## src/rtl/conv2d_pkg.sv

```systemverilog
// -----------------------------------------------------------------------------
// conv2d_pkg
// Constants and types shared by the conv2d window buffer and the conv2d
// accelerator, so that both sides agree on pixel width and window layout.
//   CONV2D_FILTER_SIZE : default window edge length
//   CONV2D_DATA_WIDTH  : default pixel width
//   pixel_t            : one pixel
//   patch_t            : FILTER_SIZE x FILTER_SIZE window, [0][0] = top-left
//   ctrWidth()         : bit width for a counter that indexes 0..n-1
// -----------------------------------------------------------------------------
package conv2d_pkg;

  localparam int CONV2D_FILTER_SIZE = 3;
  localparam int CONV2D_DATA_WIDTH  = 8;

  typedef logic [CONV2D_DATA_WIDTH-1:0] pixel_t;
  typedef pixel_t [CONV2D_FILTER_SIZE-1:0][CONV2D_FILTER_SIZE-1:0] patch_t;

  // A one-entry range still needs a one-bit counter.
  function automatic int ctrWidth(input int n);
    return (n > 1) ? $clog2(n) : 1;
  endfunction

endpackage

```

## src/rtl/conv2d_line_buffer.sv

```systemverilog
// -----------------------------------------------------------------------------
// conv2d_line_buffer
// DEPTH-entry shift delay line. Each enabled cycle shifts one entry in; the
// output is the entry written DEPTH enables ago, i.e. the pixel one image row
// above the pixel currently being written when DEPTH equals the row width.
// Storage is intentionally not reset: every location is rewritten before it
// can contribute to a valid window.
//   clk    : clock
//   en_i   : shift enable (one accepted pixel)
//   din_i  : pixel entering the delay line
//   dout_o : pixel leaving the delay line (combinational from storage)
// -----------------------------------------------------------------------------
module conv2d_line_buffer
  import conv2d_pkg::*;
#(
  parameter int DEPTH      = 32,
  parameter int DATA_WIDTH = CONV2D_DATA_WIDTH
) (
  input  logic                  clk,
  input  logic                  en_i,
  input  logic [DATA_WIDTH-1:0] din_i,
  output logic [DATA_WIDTH-1:0] dout_o
);

  logic [DATA_WIDTH-1:0] mem_q [DEPTH];

  // Shift register: entry 0 is newest, entry DEPTH-1 is oldest.
  always_ff @(posedge clk) begin
    if (en_i) begin
      mem_q[0] <= din_i;
      for (int k = 1; k < DEPTH; k++) begin
        mem_q[k] <= mem_q[k-1];
      end
    end
  end

  assign dout_o = mem_q[DEPTH-1];

endmodule

```

## src/rtl/conv2d_window_buffer.sv

```systemverilog
// -----------------------------------------------------------------------------
// conv2d_window_buffer
// Turns a raster-order pixel stream into every FILTER_SIZE x FILTER_SIZE patch
// of a no-padding convolution, using FILTER_SIZE-1 line buffers feeding a
// register window. Valid/ready handshake on both the pixel and patch sides.
//   clk          : clock, all state on rising edge
//   rst          : asynchronous active-low reset
//   pixel_in     : input pixel, raster order
//   pixel_valid  : pixel_in valid
//   pixel_sof    : (only with CONV2D_WINBUF_SOF_EN) pixel is (0,0) of a frame
//   pixel_ready  : a pixel is accepted this cycle if valid
//   image_patch  : window, [0][0] = oldest row, oldest column
//   patch_valid  : image_patch valid
//   patch_ready  : downstream takes the patch
//   frame_done   : one-cycle pulse after the last pixel of a frame is accepted
// Optional feature macro: CONV2D_WINBUF_SOF_EN (adds pixel_sof).
// Requires FILTER_SIZE >= 2 and IMG_WIDTH, IMG_HEIGHT >= FILTER_SIZE.
// -----------------------------------------------------------------------------
module conv2d_window_buffer
  import conv2d_pkg::*;
#(
  parameter int FILTER_SIZE = CONV2D_FILTER_SIZE,
  parameter int DATA_WIDTH  = CONV2D_DATA_WIDTH,
  parameter int IMG_WIDTH   = 32,
  parameter int IMG_HEIGHT  = 32
) (
  input  logic                                                clk,
  input  logic                                                rst,
  input  logic [DATA_WIDTH-1:0]                               pixel_in,
  input  logic                                                pixel_valid,
`ifdef CONV2D_WINBUF_SOF_EN
  input  logic                                                pixel_sof,
`endif
  output logic                                                pixel_ready,
  output logic [FILTER_SIZE-1:0][FILTER_SIZE-1:0][DATA_WIDTH-1:0] image_patch,
  output logic                                                patch_valid,
  input  logic                                                patch_ready,
  output logic                                                frame_done
);

  localparam int CW  = ctrWidth(IMG_WIDTH);
  localparam int RW  = ctrWidth(IMG_HEIGHT);
  localparam int NLB = FILTER_SIZE - 1;

  logic          accept;
  logic          sof;
  logic [CW-1:0] col_q, col_d, effCol;
  logic [RW-1:0] row_q, row_d, effRow;
  logic          generate_w;
  logic          lastPixel;
  logic          patchValid_q, patchValid_d;
  logic          frameDone_q, frameDone_d;

  logic [FILTER_SIZE-1:0][FILTER_SIZE-1:0][DATA_WIDTH-1:0] win_q, win_d;
  logic [FILTER_SIZE-1:0][DATA_WIDTH-1:0]                  newCol;
  logic [DATA_WIDTH-1:0]                                   lbIn  [NLB];
  logic [DATA_WIDTH-1:0]                                   lbOut [NLB];

`ifdef CONV2D_WINBUF_SOF_EN
  assign sof = pixel_sof;
`else
  assign sof = 1'b0;
`endif

  assign pixel_ready = !patchValid_q || patch_ready;
  assign accept      = pixel_valid && pixel_ready;

  // A start-of-frame pixel is handled as if the counters already read (0,0);
  // this realigns the frame and keeps it from completing a patch.
  assign effCol     = sof ? '0 : col_q;
  assign effRow     = sof ? '0 : row_q;
  assign generate_w = (effRow >= RW'(FILTER_SIZE-1)) && (effCol >= CW'(FILTER_SIZE-1));
  assign lastPixel  = (effCol == CW'(IMG_WIDTH-1)) && (effRow == RW'(IMG_HEIGHT-1));

  // Line buffers are chained: buffer k delays by k+1 rows.
  for (genvar k = 0; k < NLB; k++) begin : gLine
    if (k == 0) begin : gFirst
      assign lbIn[k] = pixel_in;
    end else begin : gRest
      assign lbIn[k] = lbOut[k-1];
    end
    conv2d_line_buffer #(
      .DEPTH      (IMG_WIDTH),
      .DATA_WIDTH (DATA_WIDTH)
    ) uLine (
      .clk    (clk),
      .en_i   (accept),
      .din_i  (lbIn[k]),
      .dout_o (lbOut[k])
    );
  end

  // Column entering the window: deepest line buffer is the oldest row (top).
  always_comb begin
    newCol = '0;
    newCol[FILTER_SIZE-1] = pixel_in;
    for (int i = 0; i < FILTER_SIZE-1; i++) begin
      newCol[i] = lbOut[FILTER_SIZE-2-i];
    end
  end

  // Next-state for position counters, window, and output flags.
  always_comb begin
    col_d        = col_q;
    row_d        = row_q;
    win_d        = win_q;
    patchValid_d = patchValid_q;
    frameDone_d  = 1'b0;
    if (accept) begin
      if (effCol == CW'(IMG_WIDTH-1)) begin
        col_d = '0;
        row_d = (effRow == RW'(IMG_HEIGHT-1)) ? '0 : effRow + 1'b1;
      end else begin
        col_d = effCol + 1'b1;
        row_d = effRow;
      end
      for (int i = 0; i < FILTER_SIZE; i++) begin
        for (int j = 0; j < FILTER_SIZE-1; j++) begin
          win_d[i][j] = win_q[i][j+1];
        end
        win_d[i][FILTER_SIZE-1] = newCol[i];
      end
      patchValid_d = generate_w;
      frameDone_d  = lastPixel && !sof;
    end else if (patch_ready) begin
      patchValid_d = 1'b0;
    end
  end

  // State registers; line buffer storage is the only unreset state.
  always_ff @(posedge clk or negedge rst) begin
    if (!rst) begin
      col_q        <= '0;
      row_q        <= '0;
      win_q        <= '0;
      patchValid_q <= 1'b0;
      frameDone_q  <= 1'b0;
    end else begin
      col_q        <= col_d;
      row_q        <= row_d;
      win_q        <= win_d;
      patchValid_q <= patchValid_d;
      frameDone_q  <= frameDone_d;
    end
  end

  // The window only moves on accept, and no accept happens while a patch is
  // stalled, so the window itself is the held patch.
  assign image_patch = win_q;
  assign patch_valid = patchValid_q;
  assign frame_done  = frameDone_q;

endmodule
```

## config.mk

```make
export PLATFORM = sky130hd
export DESIGN_NAME = conv2d_window_buffer
export DESIGN_NICKNAME = d
export VERILOG_FILES = /design/src/rtl/conv2d_pkg.sv /design/src/rtl/conv2d_line_buffer.sv /design/src/rtl/conv2d_window_buffer.sv
export SDC_FILE = /design/constraint.sdc
export NUM_CORES = 1
export LEC_CHECK = 0
export CAP_MARGIN = 20
export CORE_MARGIN = 10
export CORE_UTILIZATION = 25
export DETAILED_ROUTE_END_ITERATION = 10
export PLACE_DENSITY_LB_ADDON = 0.05
export SYNTH_ARGS = -nofsm -noshare
export SYNTH_HDL_FRONTEND = slang
export SYNTH_HIERARCHICAL = 1
export SYNTH_SLANG_ARGS = --single-unit
```

## constraint.sdc

```tcl
create_clock -name clk -period 7.65 [get_ports clk]
set_clock_uncertainty 0.05 [all_clocks]
set_input_delay 1.1475 -clock clk [delete_from_list [all_inputs] [get_ports clk]]
set_output_delay 1.1475 -clock clk [all_outputs]
set_load 0.05 [all_outputs]
```

==> run summary <==
Entering global routing, the biggest net connects 172 pins. For this run, the register share of the synthesized area comes to 91.45%. 0 antenna diodes ended up in the layout. Actual transition at the worst max-transition pin: 897.9 ps. The root buffer cell chosen for the clock tree is clkbuf_16.

The setup path with the least slack is of type in -> out. At the worst endpoint, the required time is 6450 ps. Setup violations remaining at the end of the flow were counted as 0.

The final route contains 7,015 vias. The end of the worst hold path was gLine[1].uLine/mem_q[0][88]. For this design, the CTS-stage hold fixing added 0 buffers. The detailed placer's ending HPWL was 12,530 µm; the critical-path maximum fanout was 12. For the number of nets produced by synthesis, the log shows 762. The critical-path cell with the highest stage delay was clkdlybuf4s50_1. The placed instance count is 1,789. The min-delay analysis places its worst path in the category reg -> reg. Row generation in the floorplan step produced 101 rows. The die outline width was 296.5 µm; the sequential group share of total power was 50.7%. The largest vdd supply drop came out at 0.1996 mV. The synthesized area divided by synthesized cell count was 25.69 µm²; the number of flip-flops and latches in the synthesized netlist was 596. The aggregate global-route resource usage is 6.065%, and the clock-pin transition on the worst setup and hold timing paths is 60 ps. The signal on the critical path passes through clkdlybuf4s50_1 -> nor2b_4 -> inv_2 -> clkdlybuf4s50_1. For the number of nets in the final layout, the log shows 900. Along the worst hold path, the cell count comes to 0. The detailed-routing iteration count for the pre-antenna-repair pass is 4, and the global-route wire length before repair is 42,460 µm.

The number of cells on the worst reg-to-reg path is 6. CTS built an H-tree with a depth of 3. In this run the critical register-to-register path is captured at image_patch[14]. For this configuration, the core starts out at a cell density of 25.20%. Number of enable flip-flop cells after synthesis: 512.

Per report_power, the clock group accounts for 33.8% of the total. Most common flop cell mapped by yosys: edfxtp_1. For the number of distinct library cells after synthesis, the log shows 28. The finished layout holds 1,906 standard cells, fillers aside. The share of the clock period used by the worst path after layout was 51.11%. Combinational logic burns 15.5% of the power.

The tools report the gate count after technology mapping as 744. TritonCTS built the clock tree. In this run the register-to-register setup slack is 4800 ps.

The flow ran to the end, and the final reports show no timing, DRC or antenna violations. For the aggregate negative setup slack, the log shows 0 ps. Dividing the detail-routed wire length by the instance count gives 13.95 µm.

The number of warnings issued by yosys is 6, and the critical path's largest stage delay is 720 ps. The final critical delay including setup and external delays came out at 3910 ps. The number of endpoints with negative hold slack in the final report is 0.

The critical path arrival is 2710 ps. In this run the most critical hold path is launched from gLine[1].uLine/mem_q[0][80]. The via count normalized by instance count came out at 3.680. The most prevalent standard cell on the critical path is clkdlybuf4s50_1. The clock tree buffer depth came out at 3. The synthesized area was 0.01911 mm². Once detail routing completed, the nets flagged for antenna violations numbered 0. The upper clock frequency limit was 255.8 MHz; the number of design rule violations left after detail routing was 0. For the aggregate routed wire length, the log shows 26,590 µm. The first routing iteration left 608 violations. Of all flip-flops after synthesis, the portion carrying an async set or reset was 14.09%. Of the total power, the share spent switching nets is 26.29%. The die covers 0.08790 mm². The buffer count from post-CTS setup fixing is 0. Post-synthesis to final-layout area growth: 20.85%.

The run gives 570 ps as the clock latency reported for the late side of the worst-skew pair. In this run the tightest slew margin relative to its limit is 40.14%. The worst register-to-register path begins at patch_valid. Port buffering added 86 buffers. In this run the count of I/O pins placed on the die edge is 87. The area of the core was 0.07582 mm²; the number of global-route vias before repair was 7,329. The initial antenna violation count was 0. For the weighted congestion reported at the end of routability-driven placement, the log shows 0.6789. In this run the power density over the cells is 382.9 mW/mm². The analysis attributes to cell leakage a power of 8.082 nW. The tool flagged a number of max-cap violations equal to 0. Global routing finished with a remaining overflow of 0. Clock tree synthesis inserted a total of 69 buffers. Once the clock tree was built, the resizer swapped 0 gates to a different size. The share of post-route cells with drive strength above 1 is 18.32%. The critical path capture point type was a primary output. The max-slew violation total from the final report came out at 0.

The tools report the element type at the critical path start as an input port. Setup repair after global routing left no endpoint under its margin. The clock drives 596 sinks. The internal power of the cells totals 6.517 mW. In this run the power spent charging and discharging nets is 2.325 mW. The overall die height came out at 296.5 µm.
-- final cells by class --
type                    count  area (µm²)
repair buffers             91       920.9
clock buffers              94        1841
well taps                 978        1224
clock inverters            23       188.9
fillers                  7245       52730
flip-flops and latches    596       17480
inverters                   6       38.79
multi-input cells         118        1405
-- kinds of logic (layout without fill, tap and decap cells) --
logic type,after synthesis,in the layout,synth area share (%)
compound gates,18,18,0.5958
fa+ha+maj,6,6,0.3928
buf+inv,30,214,1.198
flops,596,596,91.45
mux,74,74,5.696
simple gates,20,20,0.6677
-- critical path, delay by kind of cell --
kind	cells	cell delay, ps
AND/OR/NAND/NOR	1	270
buffers and inverters	3	1290
-- flip-flops by register name, indices dropped and copies added (netlist names) --
signal             count
gLine.uLine/mem_q    512
patch_valid            1
effRow                 5
image_patch           72
frame_done             1
col_q                  5
-- power by group through the flow --
stage	Clock (mW)	Sequential [mW]	Combinational, mW
2_1_floorplan	0	5.01	0.449
3_3_place_gp	0	4.54	1.37
3_5_place_dp	0	4.55	1.39
4_1_cts	3.13	4.50	1.39
5_1_grt	3.27	4.56	1.44
6_report	2.99	4.49	1.37
-- worst max-delay path by stage --
stage                start         endpoint
5_1_grt        patch_ready      pixel_ready
3_3_place_gp   patch_ready      pixel_ready
6_report       patch_ready      pixel_ready
2_1_floorplan  patch_ready  image_patch[48]
3_5_place_dp   patch_ready   image_patch[6]
4_1_cts        patch_ready      pixel_ready
-- cells in the mapped netlist, types with 2 or more instances --
master / count / share of area, %
o21ai_0: 9 / 0.24
ha_1: 6 / 0.39
inv_1: 4 / 0.079
and3_1: 3 / 0.098
o31ai_1: 6 / 0.24
mux2_4: 68 / 5.3
or4_1: 2 / 0.079
or3_1: 2 / 0.065
nor2_1: 4 / 0.079
buf_4: 16 / 0.63
edfxtp_1: 512 / 80
buf_6: 7 / 0.41
mux2_2: 6 / 0.35
nand2b_1: 2 / 0.065
dfrtp_1: 84 / 11
-- through the flow --
stage	setup WS, ps	hold WS, ps	total power [mW]	utilization, %	area, µm²
global placement	3762	350.7	5.908	27.78	21070
finish	3740	359.8	8.843	30.46	23090
floorplan	2951	350.3	5.463	-	19110
CTS	3727	355.2	9.031	30.46	23090
detailed placement	3577	354.5	5.941	27.78	21070
global route	3653	366.1	9.273	30.46	23090
-- metal layers --
| metal | track usage (%) | vias to the layer above | wire, µm |
|---|---|---|---|
| met5 | 0 | - | 0 |
| met4 | 3.376 | 0 | 1068 |
| met3 | 2.738 | 77 | 2106 |
| met2 | 7.879 | 168 | 10560 |
| met1 | 8.206 | 3581 | 12860 |
| li1 | - | 3189 | - |
-- placed cells by master, fill, tap and decap left out, types with 2 or more instances in the layout --
| cell | count |
|---|---|
| ha_1 | 6 |
| buf_12 | 2 |
| and3_1 | 3 |
| inv_6 | 2 |
| bufinv_16 | 3 |
| nand2b_1 | 2 |
| clkinv_1 | 9 |
| o31ai_1 | 6 |
| clkdlybuf4s50_1 | 85 |
| clkbuf_1 | 23 |
| mux2_4 | 68 |
| nor2_1 | 4 |
| clkinv_2 | 8 |
| or3_1 | 2 |
| clkbuf_16 | 69 |
| inv_1 | 4 |
| mux2_2 | 6 |
| or4_1 | 2 |
| dfrtp_1 | 84 |
| buf_4 | 4 |
| clkbuf_8 | 2 |
| edfxtp_1 | 512 |
| o21ai_0 | 9 |
(Power assumes the default switching activity.)
